==> config.mk <==
export PLATFORM = sky130hd
export DESIGN_NAME = buffer_escrita
export DESIGN_NICKNAME = d
export VERILOG_FILES = /design/src/rtl/buffer_escrita.sv
export SDC_FILE = /design/constraint.sdc
export NUM_CORES = 1
export LEC_CHECK = 0
export CAP_MARGIN = 20
export CORE_ASPECT_RATIO = 1.1
export CORE_MARGIN = 1.5
export CORE_UTILIZATION = 50
export CTS_CLUSTER_DIAMETER = 30
export DETAILED_ROUTE_END_ITERATION = 6
export GPL_ROUTABILITY_DRIVEN = 1
export PLACE_DENSITY_LB_ADDON = 0.08
export SETUP_SLACK_MARGIN = 0.15
export SLEW_MARGIN = 30
export SYNTH_ARGS = -nofsm -noshare
export SYNTH_HDL_FRONTEND = slang
export SYNTH_SLANG_ARGS = --single-unit
export TNS_END_PERCENT = 5
==> constraint.sdc <==
create_clock -name clock -period 4.4 [get_ports clock]
set_input_delay 0.88 -clock clock [delete_from_list [all_inputs] [get_ports clock]]
set_output_delay 0.88 -clock clock [all_outputs]
set_load 0.05 [all_outputs]
==> src/rtl/buffer_escrita.sv <==
// buffer_escrita: store buffer between the CPU load/store path and a
// single-port data memory. Stores are queued in a small FIFO and drained on
// cycles the port is not needed by a load; loads go straight to memory.
//
// Compile-time option BUFFER_ESCRITA_FWD_EN:
//   defined   - loads that hit pending stores are forwarded from the buffer
//               (youngest matching entry wins).
//   undefined - a load that hits a pending store stalls, and the port is
//               given to the drain until no matching entry remains.
module buffer_escrita #(
  parameter int DEPTH  = 4,
  parameter int ADDR_W = 8,
  parameter int DATA_W = 8
) (
  input  logic                    clock,
  input  logic                    reset_n,
  input  logic                    cpu_write,
  input  logic                    cpu_read,
  input  logic [ADDR_W-1:0]       cpu_endereco,
  input  logic [DATA_W-1:0]       cpu_dado_in,
  output logic [DATA_W-1:0]       cpu_dado_out,
  output logic                    stall,
  output logic                    mem_write,
  output logic                    mem_read,
  output logic [ADDR_W-1:0]       mem_index,
  output logic [DATA_W-1:0]       mem_dado_entrada,
  input  logic [DATA_W-1:0]       mem_dado_saida,
  output logic                    vazio,
  output logic [$clog2(DEPTH):0]  ocupacao
);

  localparam int PW = $clog2(DEPTH);
  localparam int CW = PW + 1;
  localparam logic [CW-1:0] FULL_COUNT = CW'(DEPTH);

  // FIFO state
  logic [PW-1:0]     head_reg, head_next;
  logic [PW-1:0]     tail_reg, tail_next;
  logic [CW-1:0]     count_reg, count_next;
  logic [ADDR_W-1:0] addr_mem [DEPTH];
  logic [DATA_W-1:0] data_mem [DEPTH];

  // Per-slot view ordered oldest (0) to youngest (DEPTH-1)
  logic [PW-1:0]     slot_idx [DEPTH];
  logic [DEPTH-1:0]  slot_match;

  logic              not_empty;
  logic              stall_load;
  logic              stall_store;
  logic              load_served;
  logic              drain;
  logic              push;
  logic [DATA_W-1:0] load_data;

  // Slot k sits k positions after the head; it only counts while occupied.
  // The store presented this cycle is not yet in the array, so it never
  // participates in matching.
  generate
    for (genvar gi = 0; gi < DEPTH; gi++) begin : g_slot
      assign slot_idx[gi]   = head_reg + PW'(gi);
      assign slot_match[gi] = (CW'(gi) < count_reg) &&
                              (addr_mem[slot_idx[gi]] == cpu_endereco);
    end
  endgenerate

`ifdef BUFFER_ESCRITA_FWD_EN
  logic              fwd_hit;
  logic [DATA_W-1:0] fwd_data;

  // Scan oldest to youngest so the last (youngest) match overrides older ones.
  always_comb begin
    fwd_hit  = 1'b0;
    fwd_data = '0;
    for (int k = 0; k < DEPTH; k++) begin
      if (slot_match[k]) begin
        fwd_hit  = 1'b1;
        fwd_data = data_mem[slot_idx[k]];
      end
    end
  end

  assign stall_load = 1'b0;
  assign load_data  = fwd_hit ? fwd_data : mem_dado_saida;
`else
  // Without forwarding a hitting load must wait for its stores to reach memory.
  assign stall_load = cpu_read && (|slot_match);
  assign load_data  = mem_dado_saida;
`endif

  assign not_empty   = (count_reg != '0);
  assign load_served = cpu_read && !stall_load;
  assign drain       = not_empty && !load_served;
  // A store riding along with a stalled load is held back too, otherwise the
  // CPU's retry of the pair would enqueue the store a second time.
  assign push        = cpu_write && !stall_load &&
                       ((count_reg < FULL_COUNT) || drain);
  assign stall_store = cpu_write && !push;

  // Next pointers and occupancy; push and pop in one cycle leave count alone.
  always_comb begin
    head_next  = head_reg;
    tail_next  = tail_reg;
    count_next = count_reg;
    if (drain) begin
      head_next = head_reg + PW'(1);
    end
    if (push) begin
      tail_next = tail_reg + PW'(1);
    end
    case ({push, drain})
      2'b10:   count_next = count_reg + CW'(1);
      2'b01:   count_next = count_reg - CW'(1);
      default: count_next = count_reg;
    endcase
  end

  // Pointer and count registers; reset discards every pending store.
  always_ff @(posedge clock or negedge reset_n) begin
    if (!reset_n) begin
      head_reg  <= '0;
      tail_reg  <= '0;
      count_reg <= '0;
    end else begin
      head_reg  <= head_next;
      tail_reg  <= tail_next;
      count_reg <= count_next;
    end
  end

  // Entry storage written at the tail; contents are qualified by count.
  always_ff @(posedge clock) begin
    if (push && reset_n) begin
      addr_mem[tail_reg] <= cpu_endereco;
      data_mem[tail_reg] <= cpu_dado_in;
    end
  end

  // Port mux and CPU-side outputs; everything is quiet while reset is held.
  always_comb begin
    stall            = 1'b0;
    mem_write        = 1'b0;
    mem_read         = 1'b0;
    mem_index        = '0;
    mem_dado_entrada = '0;
    cpu_dado_out     = '0;
    if (reset_n) begin
      stall     = stall_store || stall_load;
      mem_write = drain;
      mem_read  = load_served;
      if (not_empty) begin
        mem_index        = addr_mem[head_reg];
        mem_dado_entrada = data_mem[head_reg];
      end
      if (load_served) begin
        mem_index = cpu_endereco;
      end
      if (cpu_read) begin
        cpu_dado_out = load_data;
      end
    end
  end

  assign vazio    = !not_empty;
  assign ocupacao = count_reg;

endmodule

==> metrics.md <==
| Metric | Value |
|---|---|
| Nets | 432 |
| Vias/cell | 5.72 |
| Finished Cell Area | 5380 sq um |
| Crit Path Max Fanout | 8 |
| First-pass DRT Iterations | 5 |
| Crit path required time | 3.52 ns |
| Worst Path Arrival | 3.33 ns |
| 1st-iter DRT viols | 141 |
| Fillers | 641 |
| Period utilisation layout | 0.956 |
| Hold_buf cts | 0 |
| Slew Viols, Final | 0 |
| First-pass GRT wire length | 15,400 um |
| Worst Tran Pin Value | 0.658 ns |
| Maximum clock path buffer count | 2 |
| Hold WC Path Type | register to register |
| H-tree depth | 3 |
| Clock tree sinks | 71 |
| Post-Synthesis Net Count | 362 |
| Post-route ant nets | 0 |
| RSZ-0062 raised after global routing | true |
| Largest net degree at the start of global routing | 25 |
| Root Driver | clkbuf_8 |
| Final WS setup | 0.193 ns |
| CTS buffer count | 9 |
| Crit path max-delay cell type | clkdlybuf4s50_1 |
| Port bufs | 58 |
| Sum Neg Setup Slack | 0 ns |
| Initial antenna violation count | 0 |
| Fmax | 238 MHz |
| Clock Skew | 0.0155 ns |
| Synth Cell Area | 4300 sq um |
| Slew headroom | 0.561 |
| Min Hold Slack | 0.543 ns |
| CP endpoint kind | output pin |
| Commonest non-fill, non-tap cell in the layout | edfxtp_1 |
| I/O pins | 59 |
| Vias in the first global route | 2,953 |
| Fin crit period | 4.21 ns |
| Worst VDD drop | 0.000266 V |
| Layout cells sized above 1 | 0.220 |
| Worst-path clk slew | 0.08 ns |
| Pwr/cell area | 602 nW/um^2 |
| Postcts setup bufs | 0 |
| Cell family contributing the most delay on the critical path | compound AO/OA/AOI/OAI gates |
| Critical-path cell list | clkdlybuf4s50_1 > inv_1 > xnor2_1 > and4_1 > o2111ai_2 > o211ai_4 > o211ai_1 > a21oi_1 > buf_12 |
| Die Area | 9170 sq um |
| CTS tree | yes |
| Primary FF master, synth | edfxtp_1 |
| Sequential area share after synthesis | 0.487 |
| Leakage | 1.98 nW |
| Number of enable flip-flop cells after synthesis | 64 |
| Vias | 2,922 |
| Pwr Total | 3.24 mW |
| Final setup viols | 0 |
| Crit path launch type | input pin |
| N_diodes | 0 |
| CP Buf/Inv Count | 3 |
| Synth warnings | 0 |
| Status | completed |
| Area growth syn-to-layout | 25.0% |
| Post-Syn Instances | 325 |
| Most frequent cells in the layout | edfxtp_1 (64), clkdlybuf4s50_1 (46), mux2i_1 (31), xnor2_1 (30), buf_4 (29) |
| Syn avg cell area | 13.2 sq um |
| Die X | 91.4 um |
| Remaining Overflow, GRT | 0 |
| Worst Setup Path Type | input pin to output pin |
| HPWL after DPL | 7020 um |
| Fin. Hold Viols | 0 |
| Chip Height | 100 um |
| Flop2flop setup slack | 1.05 ns |
| GPL Wtd Cong | 0.843 |
| Async set-reset flop share out of synthesis | 0.0986 |
| Post-route DRC | 0 |
| Placeable Area | 8360 sq um |
| Initial Util | 0.514 |
| Synth cell types | 49 |
| Detailed-route wire length per cell | 18.9 um |
| Yosys reg bits | 71 |
| Final WL | 9670 um |
| Placement Cell Area | 5170 sq um |
| GRT Total Usage | 0.223 |
| Clock Latency Late Sink | 0.35 ns |
| Max_cap viols | 0 |
| CP max stage delay | 0.63 ns |
| Std-Cell Rows | 35 |
| Worst slack, placed | 0.152 ns |
[cell usage after synthesis, types with 2 or more instances]
library cell | n | area [sq um]
inv_1 | 8 | 30.0
o211ai_1 | 4 | 30.0
xor2_1 | 10 | 87.6
nand3_1 | 11 | 55.1
mux4_2 | 23 | 518
nor4_1 | 3 | 18.8
buf_6 | 7 | 78.8
nand2_1 | 14 | 52.6
nor2_1 | 11 | 41.3
dfrtp_1 | 7 | 175
and3_1 | 16 | 100
ha_1 | 9 | 113
mux2i_1 | 31 | 310
mux2_1 | 2 | 22.5
nand4_1 | 3 | 18.8
o21ai_1 | 5 | 25.0
a21oi_1 | 11 | 55.1
nor3_1 | 4 | 20.0
mux2_2 | 4 | 45.0
edfxtp_1 | 64 | 1920
nand2b_1 | 4 | 25.0
buf_2 | 2 | 10.0
buf_1 | 3 | 11.3
o21ai_0 | 3 | 15.0
clkbuf_1 | 13 | 48.8
xnor2_1 | 30 | 263
[logic make-up (layout without fill, tap and decap cells)]
group	Yosys count	in the layout	share of synthesized area
multiplexers	60	60	0.208
buffers and inverters	37	112	0.0486
XOR/XNOR	40	40	0.0814
AND/OR/NAND/NOR	70	70	0.0846
AO/OA/AOI/OAI	38	38	0.0634
flip-flops	71	71	0.487
adder cells (fa/ha/maj)	9	9	0.0262
[layout make-up]
type	count	area, sq um	share of cell area
clock buffers	12	135	0.0251
clock inverters	4	48.8	0.00907
inverters	10	37.5	0.00698
multi-input cells	217	2020	0.376
flip-flops and latches	71	2100	0.391
well taps	111	139	0.0258
repair buffers	86	891	0.166
[path summary, 6_finish.rpt]
kind | end | startpoint | cells past startpoint
worst max-delay path | mem_index[6] | cpu_endereco[2] | 9
worst min-delay path | tail_reg[0] | tail_reg[0] | 1
worst max register to register | ocupacao[2] | head_reg[1] | 11
worst min register to register | tail_reg[0] | tail_reg[0] | 1
max in group asynchronous | head_reg[1] | reset_n | 2
min in group asynchronous | tail_reg[0] | reset_n | 2
[power breakdown]
group / switching, mW / internal, mW / leakage (nW) / total, mW
registers: 0.158 / 0.850 / 0.661 / 1.01
clock network: 0.245 / 0.261 / 0.0842 / 0.506
logic: 0.904 / 0.817 / 1.23 / 1.72
[per-stage QoR]
stage	std cells	utilization
5_1_grt	511	0.643
3_3_place_gp	495	0.618
6_report	511	0.643
3_5_place_dp	495	0.618
2_1_floorplan	325	-
4_1_cts	511	0.640
[layer usage]
metal  part of all wire  track usage  vias to the layer above
li1                   -            -                     1377
met4              0.018       0.0889                        0
met2               0.51        0.380                       89
met1               0.42        0.279                     1437
met5                  0            0                        -
met3              0.052       0.0462                       19
[what timing repair did]
action,CTS,global route
endpoints found under the setup margin,10,10
gates cloned,0,0
gates resized for setup,1,6
endpoints found under the hold margin,0,0
No activity file was read; power rests on OpenSTA's default activity.
